File: src/rtl/mul_pkg.sv
// Shared types and defaults for the multiplier arbiter and its round-robin picker.
// Holds the FSM state encoding, the client index type and the default geometry.
package mul_pkg;

    localparam int MUL_WIDTH_DEF   = 8;
    localparam int MUL_TIMEOUT_DEF = 64;

    typedef enum logic [1:0] {
        ST_IDLE  = 2'd0,
        ST_ISSUE = 2'd1,
        ST_WAIT  = 2'd2,
        ST_DONE  = 2'd3
    } mul_arb_state_t;

    typedef logic client_idx_t;

endpackage

File: src/rtl/mul_arbiter_rr_arb2.sv
// Two-way round-robin pick, purely combinational (zero latency, no backpressure).
// A lone request always wins; on contention the client named by ptr wins.
module rr_arb2
    import mul_pkg::*;
(
    input  logic        req0,
    input  logic        req1,
    input  client_idx_t ptr,
    output logic        valid,
    output client_idx_t idx
);

    assign valid = req0 | req1;
    assign idx   = (req0 & req1) ? ptr : req1;

endmodule

File: src/rtl/mul_arbiter.sv
// Shares one sequential multiplier between two clients: round-robin grant, start, wait, done.
// Overhead 3 cycles plus multiplier latency; clients hold req until gnt, watchdog aborts a stuck job.
module mul_arbiter
    import mul_pkg::*;
#(
    parameter int width   = MUL_WIDTH_DEF,
    parameter int TIMEOUT = MUL_TIMEOUT_DEF
)
(
    input  logic                 clk,
    input  logic                 reset,
    input  logic                 req0,
    input  logic [width-1:0]     opa0,
    input  logic [width-1:0]     opb0,
    input  logic                 req1,
    input  logic [width-1:0]     opa1,
    input  logic [width-1:0]     opb1,
    output logic                 gnt0,
    output logic                 gnt1,
    output logic                 done0,
    output logic                 done1,
    output logic [2*width-1:0]   prod,
    output logic                 err,
    output logic                 busy,
    output logic                 mul_start,
    output logic [width-1:0]     mul_opa,
    output logic [width-1:0]     mul_opb,
    input  logic                 mul_done,
    input  logic [2*width-1:0]   mul_prod
);

    localparam int                CNT_W    = $clog2(TIMEOUT) + 1;
    localparam logic [CNT_W-1:0]  CNT_LAST = CNT_W'(TIMEOUT - 1);

    mul_arb_state_t      r_state;
    mul_arb_state_t      w_state_nxt;
    client_idx_t         r_sel;
    client_idx_t         r_ptr;
    logic [width-1:0]    r_opa;
    logic [width-1:0]    r_opb;
    logic [2*width-1:0]  r_prod;
    logic                r_err;
    logic [CNT_W-1:0]    r_cnt;
    logic [CNT_W-1:0]    w_cnt_inc;
    logic                w_expire;
    logic                w_arb_vld;
    client_idx_t         w_arb_idx;

    rr_arb2 u_rr_arb2 (
        .req0  (req0),
        .req1  (req1),
        .ptr   (r_ptr),
        .valid (w_arb_vld),
        .idx   (w_arb_idx)
    );

    // The abort fires on the WAIT cycle whose incremented count hits TIMEOUT-1,
    // which places the error DONE exactly TIMEOUT cycles after ISSUE.
    assign w_cnt_inc = r_cnt + CNT_W'(1);
    assign w_expire  = (w_cnt_inc == CNT_LAST);

    always_ff @(posedge clk or negedge reset) begin
        if (!reset) begin
            r_state <= ST_IDLE;
        end else begin
            r_state <= w_state_nxt;
        end
    end

    always_comb begin
        w_state_nxt = r_state;
        case (r_state)
            ST_IDLE:  if (w_arb_vld) w_state_nxt = ST_ISSUE;
            ST_ISSUE: w_state_nxt = ST_WAIT;
            ST_WAIT:  if (mul_done || w_expire) w_state_nxt = ST_DONE;
            ST_DONE:  w_state_nxt = ST_IDLE;
            default:  w_state_nxt = ST_IDLE;
        endcase
    end

    always_ff @(posedge clk or negedge reset) begin
        if (!reset) begin
            r_sel  <= 1'b0;
            r_ptr  <= 1'b0;
            r_opa  <= '0;
            r_opb  <= '0;
            r_prod <= '0;
            r_err  <= 1'b0;
            r_cnt  <= '0;
        end else begin
            case (r_state)
                ST_IDLE: begin
                    if (w_arb_vld) begin
                        r_sel <= w_arb_idx;
                        r_opa <= w_arb_idx ? opa1 : opa0;
                        r_opb <= w_arb_idx ? opb1 : opb0;
                    end
                end
                ST_ISSUE: begin
                    r_cnt <= '0;
                end
                ST_WAIT: begin
                    // A real answer beats the watchdog when both land on the same edge.
                    if (mul_done) begin
                        r_prod <= mul_prod;
                        r_err  <= 1'b0;
                    end else if (w_expire) begin
                        r_prod <= '0;
                        r_err  <= 1'b1;
                    end else begin
                        r_cnt <= w_cnt_inc;
                    end
                end
                ST_DONE: begin
                    r_ptr <= ~r_sel;
                end
                default: begin
                end
            endcase
        end
    end

    assign busy      = (r_state != ST_IDLE);
    assign mul_start = (r_state == ST_ISSUE);
    assign gnt0      = (r_state == ST_ISSUE) && (r_sel == 1'b0);
    assign gnt1      = (r_state == ST_ISSUE) && (r_sel == 1'b1);
    assign done0     = (r_state == ST_DONE)  && (r_sel == 1'b0);
    assign done1     = (r_state == ST_DONE)  && (r_sel == 1'b1);
    assign prod      = r_prod;
    assign err       = r_err;
    assign mul_opa   = r_opa;
    assign mul_opb   = r_opb;

endmodule

File: config.mk
export PLATFORM = sky130hd
export DESIGN_NAME = mul_arbiter
export DESIGN_NICKNAME = d
export VERILOG_FILES = /design/src/rtl/mul_pkg.sv /design/src/rtl/mul_arbiter_rr_arb2.sv /design/src/rtl/mul_arbiter.sv
export SDC_FILE = /design/constraint.sdc
export NUM_CORES = 1
export LEC_CHECK = 0
export CORE_MARGIN = 2
export CORE_UTILIZATION = 40
export CTS_CLUSTER_SIZE = 12
export DETAILED_ROUTE_END_ITERATION = 6
export PLACE_DENSITY_LB_ADDON = 0.2
export SKIP_CTS_REPAIR_TIMING = 1
export SLEW_MARGIN = 20
export SYNTH_ARGS = -nofsm -noshare
export SYNTH_HDL_FRONTEND = slang
export SYNTH_SLANG_ARGS = --single-unit
File: constraint.sdc
create_clock -name clk -period 2.12 [get_ports clk]
set_input_delay 0.636 -clock clk [delete_from_list [all_inputs] [get_ports clk]]
set_output_delay 0.636 -clock clk [all_outputs]
set_load 0.03 [all_outputs]
==> flow_summary.ini <==
[layout]
syn_to_final_growth_pct = 54.3
finalInstanceArea_um2 = 3270
ff_latch_area_um2 = 1100
fin_nets = 355
multiInputGateArea_um2 = 953
n_antenna_cell = 0
post-route-util = 0.640
fillers = 424
drive_above_1_share = 0.0811

[power]
switching_share = 0.429
clkPwrFrac = 0.114
powerDensity_nw_per_um2 = 1330
power.switching_mw = 1.86
finalPower_mw = 4.35
internal_power_mw = 2.48
p_leak_nw = 1.49
power_frac_seq = 0.317
comb_power_share = 0.569
peakVddDrop_uv = 867

[setup_path]
slowest_stage = dfrtp_1
critPathMaxFanout = 4
required_ps = 1480
reg2reg_depth = 6
r2r_end = prod[8]$_DFFE_PN0P_
reg2reg_from = r_cnt[0]$_DFFE_PN0P_
cp-start-kind = register
crit_path_end_kind = output port
max_stage_delay_ps = 430
r2r_slack_ps = 140
path_cells = ha_1, and2_1, dlymetal6s2s_1
cp.arrival_ps = 1340
crit_type = reg2out

[placement]
port_buffers = 91
place_congestion = 0.796
dp_hpwl_mm = 3.86
place_area_um2 = 3160

[global_routing]
track_usage = 0.179
grt_pass1_vias = 1771
grt_pass1_wl_mm = 8.49
grt_max_degree = 34
grt_overflow = 0
antenna_found_initial = 0

[drt]
avgViaCountPerCell = 5.04
via_count = 1846
routed_wl_mm = 5.11
initialDrtViolationCount = 51
antenna_left = 0
drt-pass1-iter-count = 4
wire_per_inst_um = 13.9
drc = 0

[clocking]
clock_latency_ps = 290
cts_max_level = 2
tritoncts = done
clkSlewWorstSetupHoldPaths_ps = 80
cts_made_buffers = 5
cts_sinks = 44
cts_root_buffer = clkbuf_8
cts_max_path_buffers = 2

[job]
cap_violations = 0

[timing]
fmax_ghz = 0.505
fin_crit_sh = 0.934
hold_viol_final = 0
skew_ps = 5.85
whs_ps = 213
min_period_ps = 1980
worst_pin_slew_ps = 425
drv_slew = 0
setup_viol = 0
rsz0062_at_grt = no
max_slew_margin = 0.716

[logic_synthesis]
ys_warn_count = 0
ys_seq_area_frac = 0.520
synth-simple-area-share = 0.132
avgSynthCellArea_um2 = 10.6
syn_nets = 259
synth_ff_type = dfrtp_1
synth-xor-area-share = 0
syn_area_um2 = 2120
synth_common_cells = dfrtp_1, nand2_1, o21ai_0, mux2i_1, a22o_1
synth_seq_cells = 44
synth_fa_ha_area_frac = 0.0354
synth_top_family_by_area = compound AO/OA/AOI/OAI gates
synth_compound_area_frac = 0.187
ys_top_cells_by_area = dfrtp_1, mux2i_1, a22o_1, o21ai_0, nand2_1
synth_edf_count = 0
synth_cells = 200
synth-async-reset-ratio = 1.00
synthMuxAreaShare = 0.0851
yosys.area.top_type = dfrtp_1
synth_top_area_frac = 0.520
synth_cell_types = 38
synth_most_common_cell = dfrtp_1

[floorplanning]
fp-row-count = 26
start_util = 0.415
ios = 92
dieArea_um2 = 5890
die_y_um = 76.8
die_x_um = 76.8
design.core.area_um2 = 5110

[status]
status = completed

[min_path]
hp-class = in2async
## how the worst max path moves through the flow
stage	startpoint	endpoint	slack, ps	cells after the start
after floorplan	r_state[1]$_DFFE_PN0P_	gnt0	160	3
after global placement	mul_done	prod[13]$_DFFE_PN0P_	50	3
after detailed placement	mul_done	prod[8]$_DFFE_PN0P_	-40	3
after CTS	r_state[0]$_DFFE_PN0P_	done1	-250	3
after global routing	r_state[0]$_DFFE_PN0P_	done1	30	3
final	r_state[0]$_DFFE_PN0P_	done1	140	3
## worst max-delay path: cells and delay by family (launching register included)
family	cells	cell delay, ps
buffers and inverters	1	240
DFF	1	430
adders and majority gates	1	230
and+or+nand+nor	1	150
## flip-flops by register name (all words and copies together) (netlist names)
register	count
prod	16
mul_opa	8
mul_opb	8
r_cnt	7
r_state	2
err	1
r_ptr	1
r_sel	1
## cell usage in the layout (no fill, tap or decap), types with 2 or more instances in the layout
master,instances
clkdlybuf4s50_1,84
dfrtp_1,44
nand2_1,27
o21ai_0,20
mux2i_1,18
a22o_1,17
inv_1,9
buf_4,9
nor2_1,8
ha_1,6
and2_1,5
clkbuf_8,5
nor2b_1,3
nor3_1,3
dlymetal6s2s_1,3
buf_12,3
a21oi_1,2
o2111ai_1,2
nand4_1,2
nand4b_1,2
nor4_1,2
a311o_1,2
## power groups by stage
stage / clock, mW / sequential, mW / combinational (mW)
after global placement: 0 / 1.39 / 2.46
after global routing: 0.538 / 1.43 / 2.66
after CTS: 0.515 / 1.38 / 2.49
after detailed placement: 0 / 1.39 / 2.49
after floorplan: 0 / 1.95 / 0.862
final: 0.497 / 1.38 / 2.47
## routing by layer
layer / GRT usage / up-vias / wire length (µm)
met5: 0 / - / 0
met4: 0.0382 / 0 / 46
met3: 0.0600 / 5 / 486
met2: 0.294 / 89 / 2270
met1: 0.230 / 846 / 2300
li1: - / 906 / -
## area by class of cell
type                    instances  share of cell area
clock buffers                   5              0.0211
multi-input cells             136               0.292
flip-flops and latches         44               0.337
clock inverters                 2             0.00383
well taps                      70              0.0268
repair buffers                100               0.309
inverters                       9              0.0103
## through the flow
step                worst slack [ps]  instances  setup TNS, ps
global route                    25.4        366              0
CTS                             -246        366           -915
finish                           141        366              0
floorplan                        159        200              0
detailed placement             -36.5        359           -331
global placement                47.6        359              0
## logic make-up (layout without fill, tap and decap cells)
family          count (synthesis)  count (layout)
fa+ha+maj                       6               6
flops                          44              44
compound gates                 54              54
buf+inv                        20             116
mux                            18              18
simple gates                   58              58
Note: power is estimated with default switching activity, not from simulation.
